File: src/rtl/mpmc11_rd_fifo_sel.sv
// Read-FIFO channel selector: round-robin offer of a readable FIFO to the memory
// controller, with ack/done handshake, offer timeout and optional channel-0 priority.
module mpmc11_rd_fifo_sel #(
  parameter int NCH       = 9,
  parameter bit HIPRI_CH0 = 1'b0,
  parameter int TMO       = 15
) (
  input  logic       clk,
  input  logic       rst,
  input  logic [8:0] rd,
  input  logic       ack,
  input  logic       done,
  output logic       sel_valid,
  output logic [3:0] sel_ch,
  output logic [8:0] sel_oh,
  output logic [8:0] fifo_rd,
  output logic       busy
);

  typedef enum logic [1:0] {IDLE, OFFER, ACTIVE} state_t;

  localparam logic [7:0] TMO_W = 8'(TMO);
  localparam logic [4:0] NCH_W = 5'(NCH);

  state_t     state;
  logic [3:0] last;
  logic [7:0] wcnt;

  logic [8:0] rd_m;
  logic [4:0] start;
  logic [4:0] idx;
  logic       win_found;
  logic [3:0] win_ch;
  logic [8:0] win_oh;

  // Winner search: rotate from last+1, wrapping at the top channel.
  always_comb begin
    rd_m      = '0;
    start     = '0;
    idx       = '0;
    win_found = 1'b0;
    win_ch    = '0;
    win_oh    = '0;
    for (int i = 0; i < 9; i++) begin
      if (i < NCH) rd_m[i] = rd[i];
    end
    if (({1'b0, last} + 5'd1) >= NCH_W) start = 5'd0;
    else                                start = {1'b0, last} + 5'd1;
    for (int k = 0; k < 9; k++) begin
      idx = start + 5'(k);
      if (idx >= NCH_W) idx = idx - NCH_W;
      if (k < NCH && !win_found && rd_m[idx[3:0]]) begin
        win_found = 1'b1;
        win_ch    = idx[3:0];
      end
    end
    if (HIPRI_CH0 && rd_m[0]) begin
      win_found = 1'b1;
      win_ch    = 4'd0;
    end
    win_oh = 9'd1 << win_ch;
  end

  always_ff @(posedge clk or negedge rst) begin
    if (!rst) begin
      state     <= IDLE;
      last      <= 4'd8;
      wcnt      <= '0;
      sel_valid <= 1'b0;
      sel_ch    <= '0;
      sel_oh    <= '0;
      fifo_rd   <= '0;
      busy      <= 1'b0;
    end else begin
      fifo_rd <= '0;
      case (state)
        IDLE: begin
          if (win_found) begin
            sel_ch    <= win_ch;
            sel_oh    <= win_oh;
            sel_valid <= 1'b1;
            wcnt      <= '0;
            state     <= OFFER;
          end
        end
        OFFER: begin
          if (ack) begin
            fifo_rd   <= sel_oh;
            sel_valid <= 1'b0;
            busy      <= 1'b1;
            last      <= sel_ch;
            state     <= ACTIVE;
          end else if (!rd_m[sel_ch]) begin
            sel_valid <= 1'b0;
            state     <= IDLE;
          end else if ((wcnt + 8'd1) >= TMO_W) begin
            // Stalled channel becomes "last" so the next search skips past it.
            sel_valid <= 1'b0;
            last      <= sel_ch;
            state     <= IDLE;
          end else begin
            wcnt <= wcnt + 8'd1;
          end
        end
        ACTIVE: begin
          if (done) begin
            busy  <= 1'b0;
            state <= IDLE;
          end
        end
        default: state <= IDLE;
      endcase
    end
  end

endmodule

File: config.mk
export PLATFORM = sky130hd
export DESIGN_NAME = mpmc11_rd_fifo_sel
export DESIGN_NICKNAME = d
export VERILOG_FILES = /design/src/rtl/mpmc11_rd_fifo_sel.sv
export SDC_FILE = /design/constraint.sdc
export NUM_CORES = 1
export LEC_CHECK = 0
export ABC_AREA = 1
export CORE_MARGIN = 1
export CORE_UTILIZATION = 52
export DETAILED_ROUTE_END_ITERATION = 10
export HOLD_SLACK_MARGIN = 0.06
export PLACE_DENSITY = 0.83
export SYNTH_ARGS = -nofsm -noshare
export SYNTH_HDL_FRONTEND = slang
export SYNTH_SLANG_ARGS = --single-unit
File: constraint.sdc
create_clock -name clk -period 5.8 [get_ports clk]
set_input_delay 1.45 -clock clk [delete_from_list [all_inputs] [get_ports clk]]
set_output_delay 1.45 -clock clk [all_outputs]
set_load 0.005 [all_outputs]
==> impl_metrics.env, run 1 <==
export IMPL_rsz0062_at_grt="false"
export IMPL_post_dp_hpwl_um=10700
export IMPL_clock_skew_ns=0.00314
export IMPL_drive_gt1_share_pct=10.8
export IMPL_fin_nets=792
export IMPL_worstMarginPinSlew_ns=0.846
export IMPL_min_period_ns=5.00
export IMPL_crit_fanout=15
export IMPL_cts_tree="done"
export IMPL_n_antenna_cell=0
export IMPL_post_cts_buffers=0
export IMPL_slowest_stage="dfrtp_1"
export IMPL_synth_area_leaders="dfrtp_1 (21%), nand2_1 (17%), nand3_1 (12%), inv_1 (7.7%), ha_1 (6.2%)"
export IMPL_crit_type="register to register"
export IMPL_clock_fmax_mhz=200
export IMPL_cts_hold_buf=0
export IMPL_firstDrtPassIters=5
export IMPL_fin_util_pct=61.0
export IMPL_postSynthAreaPerCell_um2=6.18
export IMPL_finalWorstSetupSlack_ns=0.796
export IMPL_grt_pass1_wl_um=22000
export IMPL_grt_pass1_vias=4782
export IMPL_final_antenna_net_count=0
export IMPL_antenna_found_initial=0
export IMPL_die_height_um=94.5
export IMPL_yosys_warnings=0
export IMPL_grt_start_max_net_pins=39
export IMPL_gp_congestion=1.04
export IMPL_status="finished, final reports clean"
export IMPL_layout_common_cells="nand2_1 (201), nand3_1 (103), inv_1 (91), nor2_1 (47), o21ai_0 (46)"
export IMPL_ctsResizeCount=0
export IMPL_yosys_area_top_type_share_pct=20.8
export IMPL_routed_wl_um=13900
export IMPL_post_place_ws_ns=0.952
export IMPL_min_period_over_period_pct=86.3
export IMPL_start_kind="register"
export IMPL_timing_slew_headroom_pct=43.6
export IMPL_wl_per_cell_um=16.1
export IMPL_port_buffers=36
export IMPL_setup_viol=0
export IMPL_path_clk_slew_ns=0.08
export IMPL_drcViolationCount=0
export IMPL_cts_path_max_buffers=2
export IMPL_grt_usage_pct=31.6
export IMPL_synth_cell_types=45
export IMPL_cts_root_buf="clkbuf_8"
export IMPL_via_per_inst=5.83
export IMPL_dieArea_um2=8940
export IMPL_cpMostUsedCell="nand2_1"
export IMPL_yosys_area_top_type="dfrtp_1"
export IMPL_std_cell_rows=33
export IMPL_syn_inst=720
export IMPL_maxCapViolCount=0
export IMPL_whs_ns=0.520
export IMPL_synth_area_um2=4450
export IMPL_vias=5031
export IMPL_cp_data_arrival_time_ns=5.21
export IMPL_cts_made_buffers=5
export IMPL_hold_path_class="register to register"
export IMPL_tns_ns=0
export IMPL_fp_coreArea_um2=8260
export IMPL_grt_ovfl_total=0
export IMPL_final_common_cell="nand2_1"
export IMPL_crit_required_ns=6.00
export IMPL_die_w_um=94.5
export IMPL_report_final_slew_viol_count=0
export IMPL_hold_violations=0
export IMPL_reg2reg_depth=27
export IMPL_yosysSeqAreaShare_pct=21.4
export IMPL_h_tree_depth=2
export IMPL_drtIter0Drc=368
export IMPL_crit_path_max_incr_delay_ns=0.46
export IMPL_clk_latency_ns=0.29
export IMPL_endpoint_kind="register"
export IMPL_cts_sinks=38
export IMPL_ys_ff_latch=38
export IMPL_initial_utilization_pct=53.9
export IMPL_hold_path_depth=2
export IMPL_io_pins=37
export IMPL_area_growth_pct=13.1
## cells in the mapped netlist, drive strengths merged
cell,number
nand2,228
nand3,112
inv,106
o21ai,67
nor2,53
dfrtp,37
nand4,25
ha,22
a21oi,12
nor3,9
o211ai,9
xor2,8
clkbuf,4
buf,3
o22ai,3
or2,3
clkinv,2
nor4,2
o21a,2
o31ai,2
xnor2,2
a31oi,1
and2,1
conb,1
dfstp,1
nand3b,1
o21bai,1
o221ai,1
o22a,1
o41ai,1
## final timing paths
| check | from | to | slack (ns) |
|---|---|---|---|
| setup / recovery | last[0] | sel_oh[0] | 0.80 |
| min in group asynchronous | rst | wcnt[6] | 1.26 |
| hold / removal | wcnt[7] | wcnt[7] | 0.52 |
| setup reg to reg | last[0] | sel_oh[0] | 0.80 |
| max in group asynchronous | rst | sel_ch[1] | 4.02 |
| hold reg to reg | wcnt[7] | wcnt[7] | 0.52 |
## area by class of cell
cell class                      instances  area, um^2
Timing Repair Buffer                   36         355
Inverter                              108         405
Tap cell                              105         131
Sequential cell                        38         952
Multi-Input combinational cell        568        3060
Fill cell                             778        3220
Clock buffer                            5        68.8
Clock inverter                          3        68.8
## worst max-delay path, delay by kind of cell (launching register included)
| kind | cells | cell delay (ns) |
|---|---|---|
| DFF | 1 | 0.46 |
| xor gates and xnor gates | 1 | 0.42 |
| buffers and inverters | 6 | 0.73 |
| AOI/OAI and AO/OA | 3 | 0.50 |
| and+or+nand+nor | 15 | 2.13 |
| adders and majority gates | 2 | 0.67 |
## flip-flops by register name (all words and copies together), names as in the netlist
register	cells
fifo_rd	9
sel_oh	9
wcnt	8
last	4
sel_ch	4
state	2
busy	1
sel_valid	1
## stage by stage
stage,area (um^2),std cells
3_5_place_dp,4900,855
5_1_grt,5040,863
3_3_place_gp,4900,855
4_1_cts,5040,863
2_1_floorplan,4460,721
6_report,5040,863
## metal layers
metal  vias to the layer above  GRT usage [%]  routed length, um
met3                        68           4.43                822
li1                       2433              -                  -
met5                         -              0                  0
met1                      2289           35.1               5380
met2                       241           56.6               6940
met4                         0           19.9                724
## cell families (layout without fill, tap and decap cells)
group	after synthesis	count (layout)	share of synthesized area, %
compound gates	100	100	13.5
buf+inv	115	152	10.1
flops	38	38	21.4
fa+ha+maj	22	22	6.18
other cells	1	2	0.0842
xor+xnor	10	10	1.97
simple gates	434	434	46.8
Power of run 1 is left out: the tool's default activity adds up to more than one toggle a clock period on the data nets, which glitch-free logic cannot reach.
==> run 2: changes to the inputs <==
--- a/config.mk
+++ b/config.mk
@@ -6,9 +6,11 @@
 export NUM_CORES = 1
 export LEC_CHECK = 0
 export ABC_AREA = 1
+export CORE_ASPECT_RATIO = 0.75
 export CORE_MARGIN = 1
 export CORE_UTILIZATION = 52
 export DETAILED_ROUTE_END_ITERATION = 10
+export GPL_ROUTABILITY_DRIVEN = 0
 export HOLD_SLACK_MARGIN = 0.06
 export PLACE_DENSITY = 0.83
 export SYNTH_ARGS = -nofsm -noshare
==> run 2 against run 1 <==
Against the previous run:
- global-route usage fell by 1.4 points
- count of clock-buffer cells in the layout did not move
- cell count did not move
- critical path depth fell by 6
- via count rose by 2.1%
- die area barely moved
- fmax rose by 0.29%
- clock skew rose by 0.0035 ns
- hold slack got worse by 0.0027 ns
- register-to-register slack barely moved
- wire length fell by 3.1%
- sequential cell count did not move
- critical endpoint is now wcnt[2]
- largest cell class unchanged
- highest routed layer unchanged
==> impl_metrics.env, run 2 (synthesis gave the netlist of run 1 again) <==
export IMPL_status="finished, final reports clean"
export IMPL_grt_pass1_vias=4294
export IMPL_post_place_ws_ns=0.915
export IMPL_fillCellCount=723
export IMPL_maxCapViolCount=0
export IMPL_finalWorstSetupSlack_ns=0.811
export IMPL_wl_per_cell_um=15.6
export IMPL_die_height_um=82.1
export IMPL_reg2reg_slack_ns=0.81
export IMPL_vias=5135
export IMPL_dieArea_um2=8940
export IMPL_clk_latency_ns=0.28
export IMPL_grt_ovfl_total=0
export IMPL_hold_path_class="register to register"
export IMPL_report_final_slew_viol_count=0
export IMPL_cts_made_buffers=5
export IMPL_final_antenna_net_count=0
export IMPL_hold_violations=0
export IMPL_h_tree_depth=2
export IMPL_std_cell_rows=28
export IMPL_port_buffers=36
export IMPL_drcViolationCount=0
export IMPL_tns_ns=0
export IMPL_grt_pass1_wl_um=21200
export IMPL_endpoint_kind="register"
export IMPL_largestRegisters="fifo_rd (9), sel_oh (9), wcnt (8)"
export IMPL_n_antenna_cell=0
export IMPL_post_dp_hpwl_um=10400
export IMPL_routed_wl_um=13400
export IMPL_min_period_ns=4.99
export IMPL_area_growth_pct=13.8
export IMPL_min_period_over_period_pct=86.0
export IMPL_die_w_um=109
export IMPL_cts_path_max_buffers=2
export IMPL_drtIter0Drc=648
export IMPL_start_kind="register"
export IMPL_drive_gt1_share_pct=10.8
export IMPL_layout_common_cells="nand2_1 (201), nand3_1 (103), inv_1 (91), nor2_1 (47), o21ai_0 (46)"
export IMPL_grt_usage_pct=30.2
export IMPL_cp_data_arrival_time_ns=5.16
export IMPL_ctsResizeCount=0
export IMPL_cts_hold_buf=0
export IMPL_path_clk_slew_ns=0.05
export IMPL_cts_sinks=38
export IMPL_final_common_cell="nand2_1"
export IMPL_antenna_found_initial=0
export IMPL_crit_required_ns=5.97
export IMPL_firstDrtPassIters=6
export IMPL_fp_coreArea_um2=8090
export IMPL_setup_viol=0
export IMPL_cts_root_buf="clkbuf_16"
export IMPL_grt_start_max_net_pins=39
export IMPL_timing_slew_headroom_pct=33.6
export IMPL_cts_tree="done"
export IMPL_initial_utilization_pct=55.0
export IMPL_crit_type="register to register"
export IMPL_crit_fanout=14
export IMPL_fin_util_pct=62.6
export IMPL_clock_fmax_mhz=200
export IMPL_fin_nets=792
export IMPL_via_per_inst=5.95
export IMPL_rsz0062_at_grt="false"
export IMPL_worstMarginPinSlew_ns=0.985
export IMPL_io_pins=37
export IMPL_clock_skew_ns=0.00668
export IMPL_post_cts_buffers=0
## run 2: cell types whose count changed in the layout (fill, tap and decap cells not counted)
cell / change
clkbuf_16: +5
clkbuf_8: -5
clkinv_2: +2
bufinv_16: -1
clkinv_4: -1
## run 2: stage by stage
step | cell area (um^2) | std cells | hold slack (ns)
6_report | 5070 | 863 | 0.517
5_1_grt | 5070 | 863 | 0.539
4_1_cts | 5070 | 863 | 0.516
3_5_place_dp | 4900 | 855 | 0.503
2_1_floorplan | 4460 | 721 | 0.476
3_3_place_gp | 4900 | 855 | 0.483
## run 2: final cells by class
| type | instances | area [um^2] | area share, % |
|---|---|---|---|
| clock buffer | 5 | 125 | 2.47 |
| multi-input combinational | 568 | 3060 | 60.3 |
| inverter | 108 | 405 | 8.00 |
| timing repair buffer | 36 | 355 | 7.01 |
| sequential | 38 | 952 | 18.8 |
| tap | 105 | 131 | 2.59 |
| clock inverter | 3 | 40.0 | 0.790 |
## run 2: metal layers
| metal | track usage [%] | vias to the layer above | wire length (um) |
|---|---|---|---|
| li1 | - | 2445 | - |
| met3 | 7.93 | 47 | 1600 |
| met4 | 5.27 | 0 | 298 |
| met1 | 44.2 | 2315 | 5950 |
| met5 | 0 | - | 0 |
| met2 | 44.9 | 328 | 5580 |
## run 2: worst max-delay path, cell delays in order (launching register included)
cell and delay (ns):
dfrtp_1 0.44, ha_1 0.27, inv_1 0.06, nand2_1 0.07, nand2_4 0.12, nand3_2 0.24, inv_1 0.30, ha_1 0.28
nand4_1 0.21, nand3_1 0.21, nand3_2 0.24, o21ai_0 0.85, nand3_4 0.18, nand2_4 0.13, nand4_4 0.12, nor3_4 0.23
nand3_2 0.13, nand2_4 0.14, inv_2 0.12, or2_4 0.33, nand3_1 0.11, o21ai_2 0.06
## run 2: worst paths after layout
check | end | cells past startpoint | startpoint
max | wcnt[2] | 21 | last[0]
min | wcnt[7] | 2 | wcnt[7]
max reg2reg | wcnt[2] | 21 | last[0]
min reg2reg | wcnt[7] | 2 | wcnt[7]
max in group asynchronous | last[2] | 1 | rst
min in group asynchronous | fifo_rd[5] | 1 | rst
Power of run 2 is left out for the same reason.
==> run 3: changes to the inputs <==
--- a/config.mk
+++ b/config.mk
@@ -10,7 +10,7 @@
 export CORE_MARGIN = 1
 export CORE_UTILIZATION = 52
 export DETAILED_ROUTE_END_ITERATION = 10
-export GPL_ROUTABILITY_DRIVEN = 0
+export GPL_ROUTABILITY_DRIVEN = 1
 export HOLD_SLACK_MARGIN = 0.06
 export PLACE_DENSITY = 0.83
 export SYNTH_ARGS = -nofsm -noshare
==> run 3 against run 2 <==
Against the previous run:
- cell count unchanged
- setup slack better by 0.048 ns
- sequential share of layout area up 0.065 points
- first-iteration DRC count down 3.4%
- hold slack worse by 0.022 ns
- count of clock-buffer cells in the layout up 2
- non-clock buffer count unchanged
- die area unchanged
- via count down 2.9%
- critical path type unchanged
==> impl_metrics.env, run 3 (synthesis gave the netlist of run 1 again) <==
export IMPL_status="finished, final reports clean"
export IMPL_post_dp_hpwl_um=10700
export IMPL_cp_startpoint="last[0]"
export IMPL_antenna_found_initial=0
export IMPL_crit_type="register to register"
export IMPL_cts_path_max_buffers=2
export IMPL_hold_violations=0
export IMPL_grt_usage_pct=30.9
export IMPL_drcViolationCount=0
export IMPL_port_buffers=36
export IMPL_die_w_um=109
export IMPL_start_kind="register"
export IMPL_rsz0062_at_grt="false"
export IMPL_h_tree_depth=2
export IMPL_post_cts_buffers=0
export IMPL_min_period_over_period_pct=85.2
export IMPL_fin_nets=792
export IMPL_grt_use_met3_pct=6.91
export IMPL_grt_pass1_wl_um=21300
export IMPL_tns_ns=0
export IMPL_ctsResizeCount=0
export IMPL_firstDrtPassIters=6
export IMPL_gp_congestion=1.07
export IMPL_crit_fanout=15
export IMPL_largestRegisters="fifo_rd (9), sel_oh (9), wcnt (8)"
export IMPL_grtUsageMet2_pct=44.0
export IMPL_cts_tree="done"
export IMPL_report_final_slew_viol_count=0
export IMPL_drtIter0Drc=626
export IMPL_die_height_um=82.1
export IMPL_busiest_layer="met1"
export IMPL_endpoint_kind="register"
export IMPL_final_common_cell="nand2_1"
export IMPL_cts_sinks=38
export IMPL_initial_utilization_pct=55.0
export IMPL_timing_slew_headroom_pct=38.5
export IMPL_grt_start_max_net_pins=39
export IMPL_via_per_inst=5.78
export IMPL_maxCapViolCount=0
export IMPL_cts_made_buffers=5
export IMPL_final_antenna_net_count=0
export IMPL_fp_coreArea_um2=8090
export IMPL_cts_root_buf="clkbuf_16"
export IMPL_crit_required_ns=5.97
export IMPL_setup_viol=0
export IMPL_n_antenna_cell=0
export IMPL_clock_skew_ns=0.00637
export IMPL_hold_path_class="register to register"
export IMPL_grt_pass1_vias=4243
export IMPL_clock_fmax_mhz=202
export IMPL_routed_wl_um=13600
export IMPL_dieArea_um2=8940
export IMPL_r2r_start="last[0]"
export IMPL_min_from="busy"
export IMPL_wl_per_cell_um=15.8
export IMPL_layout_common_cells="nand2_1 (201), nand3_1 (103), inv_1 (91), nor2_1 (47), o21ai_0 (46)"
export IMPL_drive_gt1_share_pct=10.7
export IMPL_io_pins=37
export IMPL_area_growth_pct=13.4
export IMPL_worstMarginPinSlew_ns=0.912
export IMPL_min_period_ns=4.94
export IMPL_clk_latency_ns=0.28
export IMPL_grt_ovfl_total=0
export IMPL_cts_hold_buf=0
export IMPL_grtUsageMet1_pct=47.3
export IMPL_cp_data_arrival_time_ns=5.11
export IMPL_whs_ns=0.495
export IMPL_std_cell_rows=28
export IMPL_path_clk_slew_ns=0.06
export IMPL_vias=4987
==> run 3: cell types whose count changed in the layout (fill, tap and decap cells not counted) <==
cell       change
bufinv_16      -1
clkbuf_1       +1
clkbuf_8       +1
clkinv_2       -1
==> run 3: worst paths after layout <==
path	endpoint	slack, ns	depth (start not counted)
worst max-delay path	wcnt[0]	0.86	25
worst min-delay path	busy	0.49	2
worst max register to register	wcnt[0]	0.86	25
worst min register to register	busy	0.49	2
max in group asynchronous	last[1]	4.00	1
min in group asynchronous	fifo_rd[1]	1.27	1
==> run 3: worst max-delay path, cell delays in order, from the launching register on <==
cell,delay (ns)
dfrtp_1,0.44
inv_2,0.09
ha_1,0.35
inv_1,0.08
nand3_1,0.11
nor2_4,0.15
nand3_2,0.31
inv_2,0.23
ha_1,0.30
inv_1,0.09
nand2_1,0.10
inv_1,0.04
nand2_1,0.17
xor2_1,0.44
o21ai_0,0.15
o22ai_1,0.22
o211ai_1,0.10
nand2_1,0.15
nand4_4,0.16
nor3_4,0.24
nand3_2,0.12
nand2_4,0.14
inv_2,0.13
or2_4,0.34
nand3_1,0.12
o21ai_2,0.06
==> run 3: metal layers <==
layer | vias up | routed length [um]
li1 | 2440 | -
met1 | 2234 | 6360
met2 | 295 | 5460
met3 | 18 | 1680
met4 | 0 | 146
met5 | - | 0
==> run 3: per-stage QoR <==
| step | cells | util, % | instance area (um^2) | setup WS, ns |
|---|---|---|---|---|
| after CTS | 863 | 62.4 | 5050 | 0.947 |
| after floorplan | 721 | - | 4460 | 1.73 |
| final | 863 | 62.4 | 5050 | 0.859 |
| after global routing | 863 | 62.4 | 5050 | 0.374 |
| after detailed placement | 855 | 60.6 | 4900 | 0.967 |
| after global placement | 855 | 60.6 | 4900 | 1.08 |
==> run 3: layout make-up <==
type                       instances  area (um^2)
multi-input combinational        568         3060
sequential                        38          952
tap                              105          131
inverter                         108          405
timing repair buffer              36          355
clock inverter                     1         5.00
fill                             754         3040
clock buffer                       7          143
Power of run 3 is left out for the same reason.
